[config.mk]
export PLATFORM = sky130hd
export DESIGN_NAME = if_fetch_unit
export DESIGN_NICKNAME = d
export VERILOG_FILES = /design/src/rtl/if_fetch_unit.sv
export SDC_FILE = /design/constraint.sdc
export NUM_CORES = 1
export LEC_CHECK = 0
export ABC_CLOCK_PERIOD_IN_PS = 3200
export BUFFER_PORTS_ARGS = -buffer_cell sky130_fd_sc_hd__buf_2
export CAP_MARGIN = 20
export CORE_UTILIZATION = 45
export DETAILED_ROUTE_END_ITERATION = 12
export GPL_ROUTABILITY_DRIVEN = 0
export PLACE_DENSITY = 0.84
export SLEW_MARGIN = 20
export SYNTH_ARGS = -nofsm -noshare
export SYNTH_HDL_FRONTEND = slang
export SYNTH_SLANG_ARGS = --single-unit
[constraint.sdc]
create_clock -name clk -period 3.2 [get_ports clk]
set_clock_uncertainty 0.2 [all_clocks]
set_input_delay 0 -clock clk [delete_from_list [all_inputs] [get_ports clk]]
set_output_delay 0 -clock clk [all_outputs]
set_load 0.01 [all_outputs]
[src/rtl/if_fetch_unit.sv]
// Instruction-fetch stage: owns the PC, runs a single-outstanding req/gnt/rvalid
// fetch and hands one instruction at a time to the IF/ID register.
`ifndef ADDRESS_LEN
`define ADDRESS_LEN 12
`endif
`ifndef INSTRUCTION_LEN
`define INSTRUCTION_LEN 32
`endif

module if_fetch_unit #(
    parameter int                ADDR_W   = `ADDRESS_LEN,
    parameter int                INSTR_W  = `INSTRUCTION_LEN,
    parameter logic [ADDR_W-1:0] RESET_PC = '0
) (
    input  logic               clk,
    input  logic               rst,
    input  logic               id_stall,
    input  logic               redirect,
    input  logic [ADDR_W-1:0]  redirect_pc,
    output logic               imem_req,
    output logic [ADDR_W-1:0]  imem_addr,
    input  logic               imem_gnt,
    input  logic               imem_rvalid,
    input  logic [INSTR_W-1:0] imem_rdata,
    output logic               if_valid,
    output logic [ADDR_W-1:0]  if_pc_plus1,
    output logic [INSTR_W-1:0] if_instruction,
    output logic [15:0]        fetch_count,
    output logic [1:0]         dbg_state
);

    // Memory handshake: a request is accepted in the cycle imem_req && imem_gnt;
    // exactly one imem_rvalid pulse answers it, and only one request is ever in flight.
    typedef enum logic [1:0] {
        S_IDLE = 2'd0,
        S_REQ  = 2'd1,
        S_WAIT = 2'd2,
        S_OUT  = 2'd3
    } state_e;

    state_e             state_q, state_d;
    logic [ADDR_W-1:0]  pc_q, pc_d;
    logic               squash_q, squash_d;
    logic               valid_q, valid_d;
    logic [ADDR_W-1:0]  pc_plus1_q, pc_plus1_d;
    logic [INSTR_W-1:0] instr_q, instr_d;
    logic [15:0]        count_q, count_d;

    always_ff @(posedge clk or negedge rst) begin
        if (!rst) begin
            state_q    <= S_IDLE;
            pc_q       <= RESET_PC;
            squash_q   <= 1'b0;
            valid_q    <= 1'b0;
            pc_plus1_q <= '0;
            instr_q    <= '0;
            count_q    <= '0;
        end else begin
            state_q    <= state_d;
            pc_q       <= pc_d;
            squash_q   <= squash_d;
            valid_q    <= valid_d;
            pc_plus1_q <= pc_plus1_d;
            instr_q    <= instr_d;
            count_q    <= count_d;
        end
    end

    always_comb begin
        state_d    = state_q;
        pc_d       = pc_q;
        squash_d   = squash_q;
        valid_d    = valid_q;
        pc_plus1_d = pc_plus1_q;
        instr_d    = instr_q;
        count_d    = count_q;
        imem_req   = 1'b0;
        case (state_q)
            S_IDLE: state_d = S_REQ;
            S_REQ: begin
                imem_req = 1'b1;
                if (redirect) begin
                    pc_d = redirect_pc;
                    // Memory still took the old address; its answer must be dropped.
                    if (imem_gnt) begin
                        squash_d = 1'b1;
                        state_d  = S_WAIT;
                    end
                end else if (imem_gnt) begin
                    state_d = S_WAIT;
                end
            end
            S_WAIT: begin
                if (redirect) begin
                    pc_d     = redirect_pc;
                    squash_d = 1'b1;
                end
                if (imem_rvalid) begin
                    if (squash_q || redirect) begin
                        squash_d = 1'b0;
                        state_d  = S_REQ;
                    end else begin
                        instr_d    = imem_rdata;
                        pc_plus1_d = pc_q + 1'b1;
                        valid_d    = 1'b1;
                        state_d    = S_OUT;
                    end
                end
            end
            S_OUT: begin
                if (redirect) begin
                    valid_d = 1'b0;
                    instr_d = '0;
                    pc_d    = redirect_pc;
                    state_d = S_REQ;
                end else if (!id_stall) begin
                    count_d = count_q + 16'd1;
                    pc_d    = pc_q + 1'b1;
                    valid_d = 1'b0;
                    instr_d = '0;
                    state_d = S_REQ;
                end
            end
            default: state_d = S_IDLE;
        endcase
    end

    assign imem_addr      = pc_q;
    assign if_valid       = valid_q;
    assign if_pc_plus1    = pc_plus1_q;
    assign if_instruction = instr_q;
    assign fetch_count    = count_q;
    assign dbg_state      = state_q;

endmodule
# After elaboration in Yosys (flattened, before gate mapping)
# Cells that the tools add are included.
# op_classes
addsub,2
n_eq_ne,9
mux,27
n_bitwise,3
reduce_logical,12
# op_table
operator,count
$mux W32,4
$pmux W32 S2,1
$mux W12,3
$pmux W12 S2,1
$add A16 B1 Y16 const B,1
$reduce_and A3 Y1,5
$add A12 B1 Y12 const B,1
$mux W1,10
$mux W2,5
$ne A2 B2 Y1 const B,4
$pmux W2 S4,1
$reduce_bool A2 Y1,3
$eq A2 B2 Y1 const B,2
$pmux W1 S2,2
$reduce_and A4 Y1,1
$ne A3 B3 Y1 const B,1
$not A1 Y1,3
$eq A2 B1 Y1 const B,1
$logic_not A2 Y1,1
$ne A2 B1 Y1 const B,1
$reduce_or A2 Y1,1
$logic_or A1 B1 Y1,1
# totals
reg_bits,76
inputBits,50

# Logic depth before layout (Yosys ltp)
# Gate-level depths: netlist (run 1).
# depth
ltp_word,4
depth_mapped,8
depth_no_buf,6

# Worst setup path after synthesis (run 1)
# Ideal clock, no wire load.
# synth_path
kind,register to register
start,"register state_q[0], in the netlist dbg_state[0]"
end,"register count_q[15], in the netlist fetch_count[15]"
setup_time_ns,0.124
t_arrival_ns,1.630
required_time_ns,2.876
slack_ns,1.245
stages_incl_launch_ff,7
path_buffers,1
period_less_slack_ns,1.955
cell_sequence,dfrtp_1 ha_1 buf_2 nor3b_2 and4_1 nand4_1 xnor2_1
# synth_between
elab_chain_len,2
# synth_rtl
item,line,rtl
start: declaration,41,"state_e state_q, state_d;"
start signal: assignment,59,state_q <= state_d;
$eq A2 B2 Y1,78,case (state_q)
$reduce_and A3 Y1 (no line),n/a,
end signal: assignment,65,count_q <= count_d;
end: declaration,47,"logic [15:0] count_q, count_d;"
# No other way between the ends.
# A chain may end at the register's enable or synchronous reset.

# Final worst setup path (run 1)
# layout_path
start,"register state_q[0], in the netlist dbg_state[0]"
end,"register pc_q[11], in the netlist imem_addr[11]"
# layout_between
elab_chain_len,4
# layout_rtl
item,line,rtl
$eq A2 B2 Y1 or $eq A2 B1 Y1 (tied branches),78,
$reduce_or A2 Y1 (no line),n/a,
$ne A2 B1 Y1 (no line) or $reduce_bool A2 Y1 (tied branches),n/a,
$reduce_and A3 Y1 (no line),n/a,
end signal: assignment,60,pc_q <= pc_d;
end: declaration,42,"logic [ADDR_W-1:0] pc_q, pc_d;"
# Several ways; a longest one is shown, not always the timed one.

==> run metrics, run 1 <==
crit-path max cell delay roughly 0.6 ns; Pre-antenna DRT Iters 5; TritonCTS clock tree yes; Static Leak 2.47 nW; Slew Viols, Final 0; slowest library cell on the worst path dlygate4sd3_1; DIE WIDTH 91.8 um; Yosys warning count 0; XOR/XNOR Fraction of Synth Area 0.0603; register bit total from synthesis 76; CP Max Fanout 9; first-pass GRT wire length 14.6 mm; H-tree depth 3; EDFF count, synth 0; # IOs 126; synth cell count leaders 76 x dfrtp_1, 50 x nand2_1, 36 x nand2b_1; DR iter-0 viols a little over 100; clock transition at the registers of the reported paths 0.08 ns; WL per Instance around 14 um; max frequency approximately 380 MHz; min Tclk post-route approximately 2.6 ns; GRT overflow 0; initial antenna violation count 0; Reg area 1900 um^2; Adder-Cell Fraction of Synth Area 0.0207; hold_ws 0.0250 ns; area share of the largest cell type after synthesis 0.524; Yosys cell types 39; layout cell share with drive strength beyond 1 0.285; unrepaired setup endpoints after global routing no; initial core utilization 0.467; clock sink total 76; count leader, synth dfrtp_1; Tot GR Track Use 0.218; WP data arrival around 2.7 ns; register-to-register setup slack 0.57 ns; final worst-path cycle share 0.822; number of core rows 32; Rel. slew slack 0.368; vias per cell roughly 5.0; Hold Path Class in -> reg; crit path cell chain inv_1 -> ha_1 -> nor2b_1 -> o21ai_1 -> a32oi_1 -> dlygate4sd3_1 -> o21ai_0; Max-Cap Viols 0; compound-cell area share of the yosys netlist 0.137; Num CTS Buffers 9; Post-Syn Nets 427; clk_lat worst skew 0.34 ns; Pwr per Cell Area 880 nW/um^2; most common flop cell mapped by yosys dfrtp_1; area of the mapped netlist 3630 um^2; run status complete, no violations; Routed Antenna Nets 0; DRT Wirelength 8.82 mm; kind of critical path reg -> reg; VDD IR max around 430 uV; synth-to-layout area growth 40.2%; hpwl dp 5.63 mm; number of fill cells 643; Clock Path Buffers 2; final-stage net count 598; main combinational cell family by area after synthesis simple AND/OR/NAND/NOR gates; largest net degree at the start of global routing 77; Final Setup Violations 0; Cells after Synth 371; die height 91.8 um; die area 8430 um^2; Synth Area per Inst 9.79 um^2; Resized Gates After CTS 0; Worst-Margin Slew ~0.95 ns; routed via count 3275; Remaining DRCs 0; biggest area consumer among synthesized cells dfrtp_1; final setup TNS 0 ns; multi-input combinational cell area ~1600 um^2; Worst Setup Start Kind flop; Buffers on Ports 125; WP data required 3.25 ns; number of hold buffers added after cts 54; sequential share of the synthesized area 0.524; # diodes 0; vias in the first global route 3193; postcts setup bufs 0; ys async rst share 1.00; Fin. Hold Viols 0; largest delay contributor family on the critical path compound AO/OA/AOI/OAI gates; clock root buffer clkbuf_8; Worst setup EP type flop; post-synthesis simple-gate area fraction 0.202; proportion of synthesized area in mux cells 0.0172; Core Region 7770 um^2; worst path bufs/invs 2; Area contributors post-synth dfrtp_1 52%, nand2b_1 6.2%, nand2_1 5.2%
[final timing paths]
kind,startpoint,to,cells past startpoint
hold / removal,redirect,fetch_count[2],4
max in group asynchronous,rst,if_instruction[4],2
setup / recovery,dbg_state[0],imem_addr[11],7
setup reg to reg,dbg_state[0],imem_addr[11],7
hold reg to reg,if_instruction[28],if_instruction[28],2
min in group asynchronous,rst,if_pc_plus1[6],2
[state kept, by name, summed over array words and instances, names as in the netlist]
register        flops
if_pc_plus1        12
dbg_state           2
squash_q            1
if_valid            1
imem_addr          12
if_instruction     32
fetch_count        16
[cells in the final DEF (no fill, tap or decap), types with 4 or more instances in the layout]
cell,instances
buf_2,124
nand2b_1,36
nand3_1,11
buf_4,4
a21oi_1,24
dfrtp_1,76
clkbuf_8,11
mux2i_1,4
ha_1,6
dlygate4sd3_1,54
o21ai_2,6
xor2_1,5
nand2_1,50
nor2_1,23
o22ai_1,4
o21ai_0,9
inv_1,4
xnor2_1,20
nand4_1,9
o21ai_1,28
[worst register-to-register path: stages (launching register included)]
cell and delay [ns]:
dfrtp_1 0.41, inv_1 0.09, ha_1 0.34, nor2b_1 0.16
o21ai_1 0.55, a32oi_1 0.11, dlygate4sd3_1 0.59, o21ai_0 0.09
[power by group]
part | switching, mW | total (mW) | internal, mW
Combinational | 1.07 | 1.92 | 0.848
Clock | 0.340 | 0.900 | 0.560
Sequential | 0.317 | 1.66 | 1.34
Total | 1.73 | 4.48 | 2.75
[layer usage]
metal  wire [um]  part of all wire  GRT usage  vias up
met5           0                 0          0        -
met4         161             0.018     0.0951        0
met3         367             0.042     0.0315       17
met2        4460              0.51      0.373       92
met1        3830              0.43      0.276     1559
li1            -                 -          -     1607
[layout make-up]
type                    count  share of cell area
flip-flops and latches     76               0.374
multi-input cells         269               0.315
repair buffers            182               0.234
clock buffers              12              0.0305
well taps                 102              0.0251
clock inverters             4              0.0187
inverters                   4             0.00295
[kinds of logic after synthesis]
kind of cell,after synthesis
fa+ha+maj,6
buf+inv,26
xor+xnor,25
compound gates,85
mux,6
flops,76
simple gates,147
[metrics by stage]
| step | instances | worst slack, ns | total power, mW | util | area [um^2] |
|---|---|---|---|---|---|
| after floorplan | 371 | 1.25 | 2.91 | - | 3630 |
| final | 649 | 0.569 | 4.48 | 0.655 | 5090 |
| after global routing | 649 | 0.384 | 4.83 | 0.655 | 5090 |
| after CTS | 649 | 0.619 | 4.49 | 0.654 | 5080 |
| after detailed placement | 579 | 0.765 | 3.50 | 0.552 | 4290 |
| after global placement | 579 | 0.919 | 3.41 | 0.552 | 4290 |
Note: power is estimated with default switching activity, not from simulation.
==> run 2: changes to the inputs <==
ABC_CLOCK_PERIOD_IN_PS = 2600   (was 3200)
clock period = 2.6 ns   (was 3.2 ns; I/O delays follow)
==> run 2 against run 1 <==
  * Cell count increased by 0.46%
  * Power increased by 18%
  * Via count down 0.52%
  * Sequential share of layout area is 0.19 points higher
  * Routed wire length increased by 0.94%
  * Register-to-register slack worse by 0.50 ns
  * Design area decreased by 0.52%
  * Non-clock buffer count grew 3
  * Worst setup slack lost 0.52 ns
  * Worst hold slack improved by 0.10 ns
==> run metrics, run 2 (synthesized netlist as in run 1, its figures left out) <==
Final Setup Violations 0; TritonCTS clock tree yes; layout cell share with drive strength beyond 1 0.291; Remaining DRCs 0; first-pass GRT wire length 14.7 mm; Finished Layout Cells 652; WL per Instance 13.7 um; die area 8430 um^2; Slew Viols, Final 0; Worst Setup Start Kind primary input; Buffers on Ports between 100 and 150; placed insts 580; GRT overflow 0; DIE WIDTH 91.8 um; vias in the first global route 3128; Clock Path Buffers 2; Global Route met3 Usage 0.0423; DR iter-0 viols 169; Pwr per Cell Area between 1000 and 1500 nW/um^2; max reg flops 32; run status complete, no violations; number of core rows 32; synth-to-layout area growth 39.5%; commonest non-fill, non-tap cell in the layout buf_2; final worst-path cycle share 0.982; Num CTS Buffers 9; slowest library cell on the worst path dlygate4sd3_1; vias per cell 5.00; Max-Cap Viols 0; Tot GR Track Use 0.220; WP data required 2.62 ns; Fin. Hold Viols 0; initial antenna violation count 0; cell mode on critical path dlygate4sd3_1; Static Leak approximately 2.5 nW; final setup TNS 0 ns; Routed Antenna Nets 0; met1 Use GR 0.277; initial core utilization 0.467; WP data arrival around 2.6 ns; # diodes 0; final-stage net count approximately 600; unrepaired setup endpoints after global routing no; hpwl dp 5.70 mm; most frequent cells in the layout 123 x buf_2, 76 x dfrtp_1, 54 x dlygate4sd3_1; CP Max Fanout 5; max frequency 392 MHz; Hold Path Class in -> async; clock sink total 76; Core Util, Final 0.652; met2 Usage GRT 0.379; Pre-antenna DRT Iters 4; hold_ws 0.128 ns; clock root buffer clkbuf_8; Most Used Layer, Global Route met2; crit path cell chain dlygate4sd3_1 -> buf_6 -> nand2_1 -> dlygate4sd3_1 -> a21oi_1 -> dlygate4sd3_1 -> nor2_1 -> dlygate4sd3_1; min Tclk post-route 2.55 ns; Tot Pwr between 5 and 6 mW; Core Region 7770 um^2; Worst setup EP type flop; DRT Wirelength just under 9 mm; kind of critical path in -> reg; Rel. slew slack 0.360; # IOs 126; H-tree depth 3; crit-path max cell delay about 0.57 ns; clock transition at the registers of the reported paths ~0.080 ns; VDD IR max 501 uV; clk_lat worst skew 0.34 ns; routed via count ~3300; largest net degree at the start of global routing between 70 and 80; die height approximately 92 um; Worst-Margin Slew 0.960 ns
run 2: cell type report:
class | instances | area [um^2]
Multi-Input combinational cell | 269 | 1600
Clock inverter | 4 | 47.5
Timing Repair Buffer | 185 | 1220
Sequential cell | 76 | 1900
Tap cell | 102 | 128
Inverter | 4 | 15.0
Fill cell | 658 | 2700
Clock buffer | 12 | 155
run 2: final timing paths:
kind | to | start | depth (start not counted) | slack [ns]
max in group asynchronous | if_instruction[12] | rst | 2 | 1.43
hold reg to reg | fetch_count[15] | fetch_count[15] | 1 | 0.27
setup reg to reg | squash_q | dbg_state[0] | 7 | 0.07
setup / recovery | squash_q | redirect | 8 | 0.05
hold / removal | fetch_count[13] | rst | 2 | 0.13
min in group clk | if_instruction[22] | imem_rdata[22] | 4 | 0.24
run 2: where the power goes:
group	leakage, nW	total [mW]	internal [mW]	switching [mW]
clock network	0.102	0.917	0.493	0.424
logic	1.40	2.34	1.03	1.31
registers	0.951	2.04	1.65	0.385
total	2.46	5.29	3.17	2.11
run 2: layer usage:
metal  vias up  routed length, um  part of all wire
li1       1612                  -                 -
met1      1528               3890              0.44
met2       103               4460              0.50
met3        15                393             0.044
met4         0                160             0.018
met5         -                  0                 0
run 2: stage by stage:
| step | worst slack [ns] | area [um^2] |
|---|---|---|
| global placement | 0.468 | 4300 |
| finish | 0.0468 | 5060 |
| detailed placement | 0.374 | 4300 |
| CTS | 0.0467 | 5040 |
| global route | 0.0131 | 5060 |
| floorplan | 0.645 | 3630 |
run 2: timing repair:
item,4_1_cts,5_1_grt
setup buffers,0,2
hold endpoints to repair,129,0
resized for setup,0,4
setup endpoints to repair,0,1
hold buffers,54,0
run 2: critical path, delay by kind of cell:
kind	cells	cell delay, ns
AOI/OAI and AO/OA	1	0.13
buffers and inverters	5	2.35
and+or+nand+nor	2	0.08
